===== config.mk =====
export PLATFORM = sky130hd
export DESIGN_NAME = hash_rate_meter
export DESIGN_NICKNAME = d
export VERILOG_FILES = /design/src/rtl/hash_rate_pkg.sv /design/src/rtl/sat_counter.sv /design/src/rtl/hash_rate_meter.sv
export SDC_FILE = /design/constraint.sdc
export NUM_CORES = 1
export LEC_CHECK = 0
export ABC_AREA = 1
export CORE_MARGIN = 2
export CORE_UTILIZATION = 23
export DETAILED_ROUTE_END_ITERATION = 8
export PLACE_DENSITY_LB_ADDON = 0.3
export SETUP_SLACK_MARGIN = 0.5
export SYNTH_ARGS = -nofsm -noshare
export SYNTH_HDL_FRONTEND = slang
export SYNTH_SLANG_ARGS = --single-unit

===== constraint.sdc =====
create_clock -name clk -period 5.1 [get_ports clk]
set_input_delay 0.765 -clock clk [delete_from_list [all_inputs] [get_ports clk]]
set_output_delay 0.765 -clock clk [all_outputs]
set_load 0.05 [all_outputs]

===== src/rtl/hash_rate_pkg.sv =====
// Shared types and limits for the hash rate meter.
// Pure declarations, no logic.
// Imported by the meter top and its testbench.
package hash_rate_pkg;

  typedef enum logic [1:0] {
    IDLE  = 2'd0,
    ARM   = 2'd1,
    COUNT = 2'd2
  } meter_state_t;

  localparam int RATE_COUNT_W_DEFAULT = 32;
  localparam int RATE_WINDOW_MAX      = 255;

endpackage


===== src/rtl/sat_counter.sv =====
// Saturating up-counter with a sticky flag for an increment attempted at all-ones.
// Latency: count/sat reflect clear/inc one cycle later.
// Backpressure: none; clear has priority over inc.
module sat_counter #(
  parameter int W = 32
) (
  input  logic         clk,
  input  logic         n_rst,
  input  logic         clear,
  input  logic         inc,
  output logic [W-1:0] count,
  output logic         sat
);

  logic [W-1:0] count_q, count_d;
  logic         sat_q, sat_d;

  // Next count: clear wins; at all-ones the value holds and the flag is raised.
  always_comb begin
    count_d = count_q;
    sat_d   = sat_q;
    if (clear) begin
      count_d = '0;
      sat_d   = 1'b0;
    end else if (inc) begin
      if (&count_q) begin
        sat_d = 1'b1;
      end else begin
        count_d = count_q + W'(1);
      end
    end
  end

  // Counter state register.
  always_ff @(posedge clk or posedge n_rst) begin
    if (n_rst) begin
      count_q <= '0;
      sat_q   <= 1'b0;
    end else begin
      count_q <= count_d;
      sat_q   <= sat_d;
    end
  end

  assign count = count_q;
  assign sat   = sat_q;

endmodule


===== src/rtl/hash_rate_meter.sv =====
// Counts op_done pulses per window of WINDOW_TICKS second_ticks; optional peak tracker (HASH_RATE_PEAK_EN).
// Latency: result visible the cycle after the closing tick.
// Backpressure: result held until rate_ready; a close while held is discarded and sets sticky rate_drop.
module hash_rate_meter
  import hash_rate_pkg::*;
#(
  parameter int COUNT_W      = RATE_COUNT_W_DEFAULT,
  parameter int WINDOW_TICKS = 1
) (
  input  logic               clk,
  input  logic               n_rst,
  input  logic               enable,
  input  logic               second_tick,
  input  logic               op_done,
  output logic [COUNT_W-1:0] rate_data,
  output logic               rate_ovf,
  output logic               rate_valid,
  input  logic               rate_ready,
  output logic               rate_drop
`ifdef HASH_RATE_PEAK_EN
  ,
  output logic [COUNT_W-1:0] peak_data,
  input  logic               peak_clear
`endif
);

  localparam logic [7:0] LAST_TICK = 8'(WINDOW_TICKS - 1);

  meter_state_t       state_q, state_d;
  logic [7:0]         tick_cnt_q, tick_cnt_d;
  logic [COUNT_W-1:0] rate_data_q, rate_data_d;
  logic               rate_ovf_q, rate_ovf_d;
  logic               rate_valid_q, rate_valid_d;
  logic               rate_drop_q, rate_drop_d;

  logic               cnt_clear, cnt_inc, close;
  logic [COUNT_W-1:0] op_cnt;
  logic               op_sat, op_at_max;
  logic [COUNT_W-1:0] close_cnt;
  logic               close_ovf;
  logic               xfer, out_free;

  sat_counter #(.W(COUNT_W)) u_op_cnt (
    .clk   (clk),
    .n_rst (n_rst),
    .clear (cnt_clear),
    .inc   (cnt_inc),
    .count (op_cnt),
    .sat   (op_sat)
  );

  // The closing cycle's op_done belongs to the closing window, so fold it in here
  // while the counter itself restarts from zero.
  assign op_at_max = &op_cnt;
  assign close_cnt = (op_done && !op_at_max) ? op_cnt + COUNT_W'(1) : op_cnt;
  assign close_ovf = op_sat | (op_done & op_at_max);
  assign xfer      = rate_valid_q & rate_ready;
  assign out_free  = ~rate_valid_q | rate_ready;

  // Window FSM: arm on the first tick, count ops and ticks, close on the last tick.
  always_comb begin
    state_d    = state_q;
    tick_cnt_d = tick_cnt_q;
    cnt_clear  = 1'b1;
    cnt_inc    = 1'b0;
    close      = 1'b0;
    case (state_q)
      IDLE: begin
        tick_cnt_d = '0;
        if (enable) state_d = ARM;
      end
      ARM: begin
        tick_cnt_d = '0;
        if (!enable) state_d = IDLE;
        else if (second_tick) state_d = COUNT;
      end
      COUNT: begin
        if (!enable) begin
          state_d    = IDLE;
          tick_cnt_d = '0;
        end else begin
          cnt_clear = 1'b0;
          cnt_inc   = op_done;
          if (second_tick) begin
            if (tick_cnt_q == LAST_TICK) begin
              close      = 1'b1;
              cnt_clear  = 1'b1;
              tick_cnt_d = '0;
            end else begin
              tick_cnt_d = tick_cnt_q + 8'd1;
            end
          end
        end
      end
      default: begin
        state_d    = IDLE;
        tick_cnt_d = '0;
      end
    endcase
  end

  // Output register: never withdraw a pending result; load on close only if free or draining.
  always_comb begin
    rate_data_d  = rate_data_q;
    rate_ovf_d   = rate_ovf_q;
    rate_valid_d = rate_valid_q;
    rate_drop_d  = rate_drop_q;
    if (xfer) rate_valid_d = 1'b0;
    if (close) begin
      if (out_free) begin
        rate_data_d  = close_cnt;
        rate_ovf_d   = close_ovf;
        rate_valid_d = 1'b1;
      end else begin
        rate_drop_d = 1'b1;
      end
    end
    if (state_q == IDLE && enable) rate_drop_d = 1'b0;
  end

  // State and output registers.
  always_ff @(posedge clk or posedge n_rst) begin
    if (n_rst) begin
      state_q      <= IDLE;
      tick_cnt_q   <= '0;
      rate_data_q  <= '0;
      rate_ovf_q   <= 1'b0;
      rate_valid_q <= 1'b0;
      rate_drop_q  <= 1'b0;
    end else begin
      state_q      <= state_d;
      tick_cnt_q   <= tick_cnt_d;
      rate_data_q  <= rate_data_d;
      rate_ovf_q   <= rate_ovf_d;
      rate_valid_q <= rate_valid_d;
      rate_drop_q  <= rate_drop_d;
    end
  end

  assign rate_data  = rate_data_q;
  assign rate_ovf   = rate_ovf_q;
  assign rate_valid = rate_valid_q;
  assign rate_drop  = rate_drop_q;

`ifdef HASH_RATE_PEAK_EN
  logic [COUNT_W-1:0] peak_q, peak_d;

  // Peak of accepted results; clear wins over a simultaneous update.
  always_comb begin
    peak_d = peak_q;
    if (peak_clear) peak_d = '0;
    else if (xfer && (rate_data_q > peak_q)) peak_d = rate_data_q;
  end

  // Peak register, independent of enable.
  always_ff @(posedge clk or posedge n_rst) begin
    if (n_rst) peak_q <= '0;
    else       peak_q <= peak_d;
  end

  assign peak_data = peak_q;
`endif

endmodule

-- Word-level counts from Yosys, hierarchy flattened
Index checks and enable logic that the tools add are counted.
- add/sub/neg operators: 2
- bitwise gates (word level): 5
- muxes and demuxes: 30
- eq/ne operators: 8
- reductions and logical operators: 14
- operator list (cell ; count):
    2-to-1 mux 32 bit ; 4
    adder 32 x 1 -> 32 bit (second input constant) ; 1
    2-to-1 mux 8 bit ; 4
    AND reduction 32 bit ; 1
    2-to-1 mux 1 bit ; 17
    adder 8 x 1 -> 8 bit (second input constant) ; 1
    zero test 8 bit ; 1
    2-to-1 mux 2 bit ; 4
    AND reduction 2 bit ; 4
    inequality test 2 bit (second input constant) ; 3
    inequality test 3 bit (second input constant) ; 2
    one-hot mux 2 bit (3 select lines) ; 1
    nonzero test 2 bit ; 3
    AND reduction 3 bit ; 1
    AND 1 bit ; 2
    equality test 2 x 1 -> 1 bit (second input constant) ; 1
    equality test 2 bit (second input constant) ; 1
    logical AND 1 bit ; 2
    zero test 2 bit ; 1
    inequality test 2 x 1 -> 1 bit (second input constant) ; 1
    bitwise OR 1 bit ; 2
    zero test 1 bit ; 1
    NOT 1 bit ; 1
- bits in registers: 78
- word-level logic and storage cells: 67
- output and inout bits: 35

-- Logic depth before layout (Yosys ltp)
Gate-level depths: netlist (run 1).
- word-level depth: 7
- mapped depth: 13
- mapped depth without buffers: 12

-- Cells and area by module
From an unflattened synthesis (run 1), not the netlist that was laid out.
- cell total of the unflattened synthesis: 806
- area total of the unflattened synthesis: 5310.1 um^2
- modules (own cells, without submodules) (module ; area an instance (um^2) ; cells each ; times used):
    hash_rate_meter ; 3026.7 ; 462 ; 1
    sat_counter ; 2283.4 ; 344 ; 1

-- Least setup slack after synthesis (run 1)
Ideal clock, no wire load.
- path type: input port to flip-flop
- from: in second_tick
- to: reg u_op_cnt.count_q[10], in the netlist u_op_cnt.count[10]
- data arrival time: 1690 ps
- setup time: 136 ps
- path buffers: 3
- data required time: 4964 ps
- setup slack: 3273 ps
- cell stages on the path: 6
- cell sequence: clkbuf_1 -> nand4_1 -> nand2_1 -> buf_2 -> clkbuf_1 -> a21oi_1
- cells in the longest elaborated chain, start to end: 5
- elaborated cells on any way between the ends: 7
- those cells by class: eq/ne (1); mux (4); reduce/logical (2)
- ends and longest elaborated chain (element ; RTL line ; RTL):
    start: declaration ; hash_rate_meter.sv:13 ; input logic second_tick,
    2-to-1 mux 1 bit * ; hash_rate_meter.sv:84 ; if (second_tick) begin
    2-to-1 mux 1 bit * ; hash_rate_meter.sv:78 ; if (!enable) begin
    2-to-1 mux 1 bit * ; hash_rate_meter.sv:67 ; case (state_q)
    inequality test 2 bit (no line) / nonzero test 2 bit (equally long branches) ; -- ;
    AND reduction 2 bit (no line) ; -- ;
    end signal: assignment ; sat_counter.sv:40 ; count_q <= count_d;
    end: declaration ; sat_counter.sv:15 ; logic [W-1:0] count_q, count_d;
Mark *: on every way between the ends. The rest lies on a longest branch, timed or not.
A chain may end at the register's enable or synchronous reset.

-- Worst setup path after layout (run 1)
- from: reg rate_ovf_q, in the netlist rate_ovf
- to: out rate_ovf
- RTL lines (element ; RTL line ; RTL):
    start: declaration ; hash_rate_meter.sv:32 ; logic rate_ovf_q, rate_ovf_d;
    start signal: assignment ; hash_rate_meter.sv:134 ; rate_ovf_q <= rate_ovf_d;
    end: declaration ; hash_rate_meter.sv:16 ; output logic rate_ovf,
No word-level cell between the ends.

==> results of run 1 <==
[through the flow]
stage                     instance area, sq um  utilization  total power, W  hold slack (ns)  setup WS (ns)
final                                     5170        0.287         0.00136            0.475           2.79
after global routing                      5170        0.287         0.00141            0.491           2.64
after CTS                                 5170        0.287         0.00138            0.474           2.76
after detailed placement                  4870        0.270        0.000711            0.465           2.46
after global placement                    4870        0.270        0.000711            0.463           2.53
after floorplan                           4240            -        0.000686            0.438           2.34
[state kept, by name, summed over array words and instances (netlist names)]
register,count
rate_data,32
u_op_cnt.count,32
tick_cnt_q,8
state_q,2
rate_drop,1
rate_ovf,1
rate_valid,1
u_op_cnt.sat,1
[per-layer routing]
| metal | vias to the layer above | part of all wire | GRT usage |
|---|---|---|---|
| met5 | - | 0 | 0 |
| met1 | 1615 | 0.50 | 0.156 |
| li1 | 1884 | - | - |
| met4 | 0 | 0.017 | 0.0484 |
| met3 | 12 | 0.038 | 0.0272 |
| met2 | 49 | 0.44 | 0.185 |
[synth_stat cells, drive strengths merged]
cell type	count	area, sq um
nor3	10	50.1
xnor2	8	70.1
o31ai	1	7.51
inv	46	175
dfrtp	78	1950
o21bai	1	7.51
buf	8	58.8
or2	2	12.5
nand3	24	125
xor2	6	52.6
nor2	63	272
ha	3	37.5
o22a	1	8.76
clkbuf	7	26.3
a211oi	1	7.51
nand3b	13	97.6
o21ai	2	10.0
a21oi	31	155
nand2	254	1010
nand4	10	62.6
o22ai	2	12.5
o211ai	1	7.51
and2	3	18.8
[kinds of logic (layout without fill, tap and decap cells)]
| logic type | count (synthesis) | after routing | share of synthesized area |
|---|---|---|---|
| xor gates and xnor gates | 14 | 14 | 0.0290 |
| buffers and inverters | 61 | 105 | 0.0614 |
| adders and majority gates | 3 | 3 | 0.00886 |
| AOI/OAI and AO/OA | 40 | 40 | 0.0511 |
| and+or+nand+nor | 379 | 379 | 0.389 |
| DFF | 78 | 78 | 0.461 |
[final cells by class]
class / count / area, sq um / share of cell area
Clock buffer: 12 / 256 / 0.0496
Clock inverter: 4 / 45.0 / 0.00872
Inverter: 46 / 176 / 0.0341
Multi-Input combinational cell: 436 / 2030 / 0.392
Sequential cell: 78 / 1950 / 0.378
Tap cell: 229 / 287 / 0.0554
Timing Repair Buffer: 43 / 423 / 0.0818
[path summary, 6_finish.rpt]
| check | startpoint | end | cells after the start |
|---|---|---|---|
| max | rate_ovf | rate_ovf | 1 |
| min | state_q[0] | state_q[0] | 1 |
| max reg2reg | u_op_cnt.count[0] | rate_data[25] | 10 |
| min reg2reg | state_q[0] | state_q[0] | 1 |
| max in group asynchronous | n_rst | rate_data[18] | 3 |
| min in group asynchronous | n_rst | rate_data[2] | 2 |
[placed cells by master (no fill, tap or decap), types with 2 or more instances in the layout]
master	instances
o22ai_1	2
a21oi_1	31
clkbuf_16	9
nand3b_1	13
nand4_1	10
dfrtp_1	78
xnor2_1	8
o21ai_0	2
clkbuf_8	2
nor2_4	3
nand2_1	235
ha_1	3
and2_1	3
clkinv_2	4
nor2_2	6
buf_4	3
nor3_1	10
nand2_2	17
clkdlybuf4s50_1	40
nand2_4	2
nand3_1	23
inv_1	44
xor2_1	6
nor2_1	54
or2_2	2
[where the power goes]
part | leakage, nW | internal (W) | switching [W] | total [W]
clock network | 0.152 | 0.000403 | 0.000256 | 0.000659
registers | 1.09 | 0.000625 | 0.00000360 | 0.000629
logic | 1.17 | 0.0000177 | 0.0000508 | 0.0000685
==> impl_metrics.py, run 1 <==
metrics = {
    "setup_path": {
        "crit_type": "reg -> out",
        "crit_fanout": 2,
        "critPathTopFamily": "buffers and inverters",
        "crit_buf_inv": 1,
        "regToRegSetupSlack_ns": 2.94,
        "crit_chain": "clkdlybuf4s50_1",
        "cp-start-kind": "flop",
        "worstPathRequired_ns": 4.34,
        "cp_data_arrival_time_ns": 1.54,
        "crit_path_end_kind": "output port",
        "crit_path_top_delay_cell": "clkdlybuf4s50_1",
        "critPathMaxStageDelay_ns": 0.82,
    },
    "global_route": {
        "grt_use_total": 0.118,
        "grt-ovfl-total": 0,
        "antenna_found_initial": 0,
        "grt_max_degree": 53,
        "grt_pass1_wl_mm": 18.5,
        "grt_pass1_vias": 3676,
    },
    "final_layout": {
        "diodes": 0,
        "drive_above_1_share": 0.0824,
        "nNetsFinal": 623,
        "fillerInstances": 2005,
        "fin_cells": 848,
        "area_growth_pct": 22.0,
    },
    "clock_tree": {
        "cts-htree-levels": 3,
        "clkLatencyLatePin_ns": 0.35,
        "cts_tree": "yes",
        "post_cts_buffers": 0,
        "cts_resized": 0,
        "clk_pin_slew_ns": 0.06,
        "hold_buffers": 0,
        "cts.path.max_buffers": 2,
        "cts.sinks": 78,
        "clockRootBuffer": "clkbuf_16",
        "numCtsBuffers": 9,
    },
    "synthesis": {
        "syn_nets": 584,
        "netlist_area_sq_um": 4240,
        "netlist_instances": 575,
        "ys_ff_latch": 78,
        "syn_avg_cell_area_sq_um": 7.37,
        "ys.warnings.count": 0,
        "ys_seq_area_frac": 0.461,
        "synth_cell_types": 30,
    },
    "floorplan": {
        "die_area_sq_um": 19500,
        "ios": 41,
        "fp.dieW_microns": 140,
        "die_y_microns": 140,
        "core_region_area_sq_um": 18000,
        "num_rows": 49,
        "initial_core_util": 0.235,
    },
    "pwr": {
        "vdd_ir_drop_max_mv": 0.136,
        "p_leak_nw": 2.41,
        "power_density_nw_per_um2": 263,
    },
    "place": {
        "hpwl_mm": 7.41,
        "gp_congestion": 0.871,
        "portBuffers": 40,
        "dpl.cell_count": 832,
    },
    "run_status": {
        "status": "finished, final reports clean",
    },
    "timing": {
        "setup_viol": 0,
        "post-route-period-util": 0.453,
        "final.setup.tns_ns": 0,
        "finalHoldViolCount": 0,
        "finalMaxSlewViolations": 0,
        "clock_skew_ns": 0.00797,
        "relSlewSlack": 0.373,
        "tightestPinTransition_ns": 0.940,
        "rsz0062_at_grt": "false",
        "fmax_mhz": 433,
        "period_needed_ns": 2.31,
    },
    "route": {
        "dr.pass1.iters": 4,
        "first_iter_violations": 214,
        "drc_errors": 0,
        "vias": 3560,
        "ant_nets": 0,
        "vias_per_cell": 4.20,
        "wl_per_cell_microns": 12.5,
        "wl_mm": 10.6,
    },
    "run": {
        "maxCapViolations": 0,
    },
    "min_path": {
        "min_path_type": "reg -> reg",
    },
}
No activity file was read; power rests on OpenSTA's default activity.
==> run 2: changes to the inputs <==
==> constraint.sdc (replaced) <==
create_clock -name clk -period 2.4 [get_ports clk]
set_input_delay 0.36 -clock clk [delete_from_list [all_inputs] [get_ports clk]]
set_output_delay 0.36 -clock clk [all_outputs]
set_load 0.05 [all_outputs]
==> run 2 against run 1 <==
  * Final cell count grew 1.7%
  * Register-to-register slack lost 2.3 ns
  * Clock skew shrank 0.00079 ns
  * Largest cell class unchanged
  * Sequential cell count unchanged
  * Final area is 6.1% higher
  * Clock power rose by 130%
==> impl_metrics.py, run 2 (synthesis results as in run 1) <==
metrics = {
    "run_status": {
        "status": "finished, final reports clean",
    },
    "timing": {
        "relSlewSlack": 0.587,
        "finalMaxSlewViolations": 0,
        "post-route-period-util": 0.774,
        "fmax_mhz": 538,
        "clock_skew_ns": 0.00718,
        "final.setup.tns_ns": 0,
        "hold_ws_ns": 0.430,
        "finalHoldViolCount": 0,
        "fin_ws_ns": 0.543,
        "period_needed_ns": 1.86,
        "setup_viol": 0,
        "tightestPinTransition_ns": 0.618,
        "rsz0062_at_grt": "false",
    },
    "pwr": {
        "power_density_nw_per_um2": 553,
        "p_leak_nw": 2.80,
        "power.total_w": 0.00303,
        "vdd_ir_drop_max_mv": 0.286,
    },
    "global_route": {
        "top_usage_layer": "met2",
        "antenna_found_initial": 0,
        "grt-ovfl-total": 0,
        "grt_use_met3": 0.0310,
        "gr-usage-met1": 0.160,
        "grt_use_total": 0.120,
        "met2_usage": 0.183,
        "grt_pass1_wl_mm": 18.9,
        "grt_pass1_vias": 3758,
        "grt_max_degree": 43,
    },
    "final_layout": {
        "drive_above_1_share": 0.122,
        "fillerInstances": 1939,
        "final_cell_mix": "234 x nand2_1, 76 x dfrtp_1, 51 x nor2_1, 41 x inv_1, 31 x a21oi_1",
        "area_growth_pct": 29.4,
        "nNetsFinal": 637,
        "diodes": 0,
        "layout_commonest_cell": "nand2_1",
    },
    "route": {
        "ant_nets": 0,
        "first_iter_violations": 213,
        "vias_per_cell": 4.27,
        "vias": 3684,
        "wl_per_cell_microns": 13.1,
        "wl_mm": 11.3,
        "drc_errors": 0,
        "dr.pass1.iters": 4,
    },
    "setup_path": {
        "crit_chain": "clkdlybuf4s50_1",
        "worstPathRequired_ns": 2.04,
        "crit_type": "reg -> out",
        "regToRegSetupSlack_ns": 0.61,
        "crit_path_end_kind": "output port",
        "critPathMaxStageDelay_ns": 0.80,
        "critPathTopFamily": "buffers and inverters",
        "crit_path_top_delay_cell": "clkdlybuf4s50_1",
        "cp-start-kind": "flop",
        "crit_buf_inv": 1,
        "cp_data_arrival_time_ns": 1.50,
        "crit_fanout": 2,
    },
    "floorplan": {
        "die_y_microns": 140,
        "fp.dieW_microns": 140,
        "num_rows": 49,
        "ios": 41,
        "initial_core_util": 0.235,
        "die_area_sq_um": 19500,
        "core_region_area_sq_um": 18000,
    },
    "clock_tree": {
        "clkLatencyLatePin_ns": 0.35,
        "cts.sinks": 78,
        "cts.path.max_buffers": 2,
        "cts_tree": "yes",
        "cts-htree-levels": 3,
        "clk_pin_slew_ns": 0.06,
        "clockRootBuffer": "clkbuf_16",
        "numCtsBuffers": 9,
    },
    "place": {
        "hpwl_mm": 7.46,
        "dp_slack_ns": 0.227,
        "portBuffers": 40,
        "gp_congestion": 0.826,
    },
    "run": {
        "maxCapViolations": 0,
    },
    "min_path": {
        "min_path_type": "in -> async",
    },
}
run 2: power breakdown:
group / leakage [nW] / switching, W / internal (W)
logic: 1.55 / 0.000115 / 0.0000465
clock network: 0.166 / 0.000540 / 0.000994
registers: 1.08 / 0.00000785 / 0.00133
run 2: worst paths after layout:
kind / from / end / depth (start not counted)
hold reg to reg: state_q[0] / state_q[0] / 1
max in group asynchronous: n_rst / u_op_cnt.count[20] / 3
hold / removal: n_rst / rate_data[2] / 2
setup / recovery: rate_data[12] / rate_data[12] / 1
setup reg to reg: tick_cnt_q[0] / rate_data[5] / 11
min in group clk: state_q[0] / state_q[0] / 1
run 2: timing repair:
action	4_1_cts	5_1_grt
setup endpoints to repair	59	65
buffers inserted	3	5
hold buffers	0	0
cloned	0	3
hold endpoints to repair	0	0
pin swaps	0	5
resized for setup	18	28
run 2: worst register-to-register path, stage by stage, from the launching register on:
cell	delay (ns)
dfrtp_1	0.41
inv_2	0.09
ha_4	0.13
nand2_2	0.06
nor2_4	0.09
nand3_2	0.08
inv_2	0.07
nand4_1	0.14
nor2_4	0.31
clkbuf_16	0.23
nand2_1	0.07
nand2_1	0.05
run 2: area by class of cell:
type	instances	area (sq um)	area share
clock buffers	13	270	0.0493
clock inverters	3	65.1	0.0119
inverters	46	179	0.0326
multi-input cells	436	2100	0.383
flip-flops and latches	78	1950	0.357
well taps	229	287	0.0523
repair buffers	57	627	0.114
run 2: through the flow:
stage / utilization / cells / area, sq um
2_1_floorplan: - / 575 / 4240
3_3_place_gp: 0.273 / 835 / 4930
3_5_place_dp: 0.273 / 835 / 4930
4_1_cts: 0.294 / 854 / 5300
5_1_grt: 0.304 / 862 / 5480
6_report: 0.304 / 862 / 5480
run 2: metal layers:
metal  part of all wire  vias up
met2               0.45       64
met1               0.48     1685
li1                   -     1918
met4              0.020        0
met5                  0        -
met3              0.047       17
==> run 3: changes to the inputs <==
==> constraint.sdc (replaced) <==
create_clock -name clk -period 1.7 [get_ports clk]
set_input_delay 0.255 -clock clk [delete_from_list [all_inputs] [get_ports clk]]
set_output_delay 0.255 -clock clk [all_outputs]
set_load 0.05 [all_outputs]
==> run 3 against run 2 <==
  * Final area increased by 26%
  * Final cell count increased by 10%
  * Sequential power increased by 41%
  * Sequential cell count unchanged
  * The run now ends with setup timing left
  * First-iteration DRC count decreased by 22%
  * Via count increased by 10%
  * Worst hold slack got worse by 0.19 ns
  * Combinational power increased by 110%
  * Critical path type is now reg -> reg
  * Critical path depth increased by 11
==> impl_metrics.py, run 3 (synthesis results as in run 1) <==
metrics = {
    "place": {
        "dpl.cell_count": 902,
        "portBuffers": 40,
        "dp_slack_ns": -0.122,
        "hpwl_mm": 8.57,
        "gp_congestion": 0.846,
    },
    "floorplan": {
        "ios": 41,
        "die_y_microns": 140,
        "num_rows": 49,
        "core_region_area_sq_um": 18000,
        "initial_core_util": 0.235,
        "die_area_sq_um": 19500,
        "fp.dieW_microns": 140,
    },
    "final_layout": {
        "fin_cells": 950,
        "diodes": 0,
        "final_cell_mix": "186 x nand2_1, 81 x buf_4, 73 x dfrtp_1, 50 x nand2_2, 37 x inv_1",
        "fin_util": 0.383,
        "nNetsFinal": 725,
        "layout_commonest_cell": "nand2_1",
        "area_growth_pct": 63.1,
        "fillerInstances": 1859,
        "drive_above_1_share": 0.437,
    },
    "setup_path": {
        "crit_type": "reg -> reg",
        "worstPathRequired_ns": 1.99,
        "crit_fanout": 7,
        "cp-start-kind": "flop",
        "rr_worst_depth": 12,
        "crit_path_end_kind": "flop",
        "cp_data_arrival_time_ns": 2.03,
    },
    "route": {
        "wl_per_cell_microns": 13.8,
        "ant_nets": 0,
        "vias": 4058,
        "top_layer": "met4",
        "wl_mm": 13.1,
        "drc_errors": 0,
        "vias_per_cell": 4.27,
        "first_iter_violations": 167,
        "dr.pass1.iters": 4,
        "wl_met2_mm": 6.08,
        "wl_met3_microns": 371,
        "met1_length_mm": 6.45,
    },
    "clock_tree": {
        "clkLatencyLatePin_ns": 0.36,
        "numCtsBuffers": 9,
        "cts_tree": "yes",
        "hold_buffers": 0,
        "cts.path.max_buffers": 2,
        "clockRootBuffer": "clkbuf_16",
        "cts.sinks": 78,
        "cts-htree-levels": 3,
        "clk_pin_slew_ns": 0.06,
    },
    "pwr": {
        "power_density_nw_per_um2": 612,
        "swShare": 0.248,
        "p_switching_w": 0.00105,
        "vdd_ir_drop_max_mv": 0.520,
        "p_leak_nw": 3.33,
        "clkPwrFrac": 0.473,
        "p_int_w": 0.00318,
        "p_comb_frac": 0.080,
        "pwr-share-seq": 0.447,
    },
    "timing": {
        "tightestPinTransition_ns": 0.405,
        "finalHoldViolCount": 0,
        "setup_viol": 16,
        "fmax_mhz": 578,
        "fin_ws_ns": -0.0315,
        "period_needed_ns": 1.73,
        "rsz0062_at_grt": "true",
        "relSlewSlack": 0.729,
        "hold_ws_ns": 0.245,
        "finalMaxSlewViolations": 0,
        "clock_skew_ns": 0.00662,
        "post-route-period-util": 1.02,
    },
    "global_route": {
        "grt_use_total": 0.141,
        "grt_pass1_wl_mm": 21.7,
        "antenna_found_initial": 0,
        "grt_pass1_vias": 4235,
        "grt-ovfl-total": 0,
        "grt_max_degree": 34,
    },
    "run_status": {
        "violations": "setup timing",
        "status": "finished, violations left",
    },
    "run": {
        "maxCapViolations": 0,
    },
    "min_path": {
        "min_path_type": "in -> async",
    },
}
-- run 3: layout make-up --
class | instances | area, sq um | share of cell area
clock buffer | 10 | 239 | 0.0346
clock inverter | 6 | 61.3 | 0.00888
inverter | 46 | 184 | 0.0266
multi-input combinational | 436 | 2640 | 0.382
sequential | 78 | 1960 | 0.284
tap | 229 | 287 | 0.0415
timing repair buffer | 144 | 1530 | 0.222
timing repair inverter | 1 | 8.76 | 0.00127
-- run 3: critical path, cell delays in order, from the launching register on --
cell and delay [ns]:
dfrtp_1 0.40, inv_2 0.09, ha_4 0.14, nand2_4 0.05, nor2_4 0.09, nand3_2 0.08, inv_2 0.06, nand4_1 0.16
nor2_4 0.18, buf_12 0.16, clkbuf_16 0.14, nand2_1 0.06, nand2_1 0.05
-- run 3: worst paths after layout --
check	from	to	slack (ns)
max	tick_cnt_q[0]	rate_data[17]	-0.03
min	n_rst	rate_valid	0.24
max reg2reg	tick_cnt_q[0]	rate_data[17]	-0.03
min reg2reg	rate_data[21]	rate_data[21]	0.48
max in group asynchronous	n_rst	rate_data[16]	0.95
min in group clk	rate_data[21]	rate_data[21]	0.48
-- run 3: through the flow --
| stage | instance area, sq um | setup TNS, ns | total power (W) |
|---|---|---|---|
| CTS | 6630 | -0.911 | 0.00427 |
| detailed placement | 5470 | -1.55 | 0.00217 |
| global placement | 5470 | -1.01 | 0.00217 |
| floorplan | 4350 | 0 | 0.00206 |
| finish | 6910 | -0.183 | 0.00423 |
| global route | 6910 | -4.58 | 0.00438 |
-- run 3: power by group through the flow --
stage               clock, W  sequential (W)  combinational [W]
floorplan                  0         0.00197          0.0000981
global placement           0         0.00192           0.000247
detailed placement         0         0.00192           0.000246
CTS                  0.00205         0.00189           0.000326
global route         0.00212         0.00189           0.000363
finish               0.00200         0.00189           0.000336
-- run 3: repair_timing --
action / 4_1_cts / 5_1_grt
pin swaps: 45 / 13
setup endpoints to repair: 84 / 100
gates resized for setup: 154 / 55
buffers inserted: 19 / 6
cloned: 6 / 1
-- run 3: routing by layer --
metal / GRT usage / up-vias
met2: 0.222 / 47
met4: 0.0516 / 0
met5: 0 / -
met1: 0.189 / 1900
li1: - / 2094
met3: 0.0330 / 17
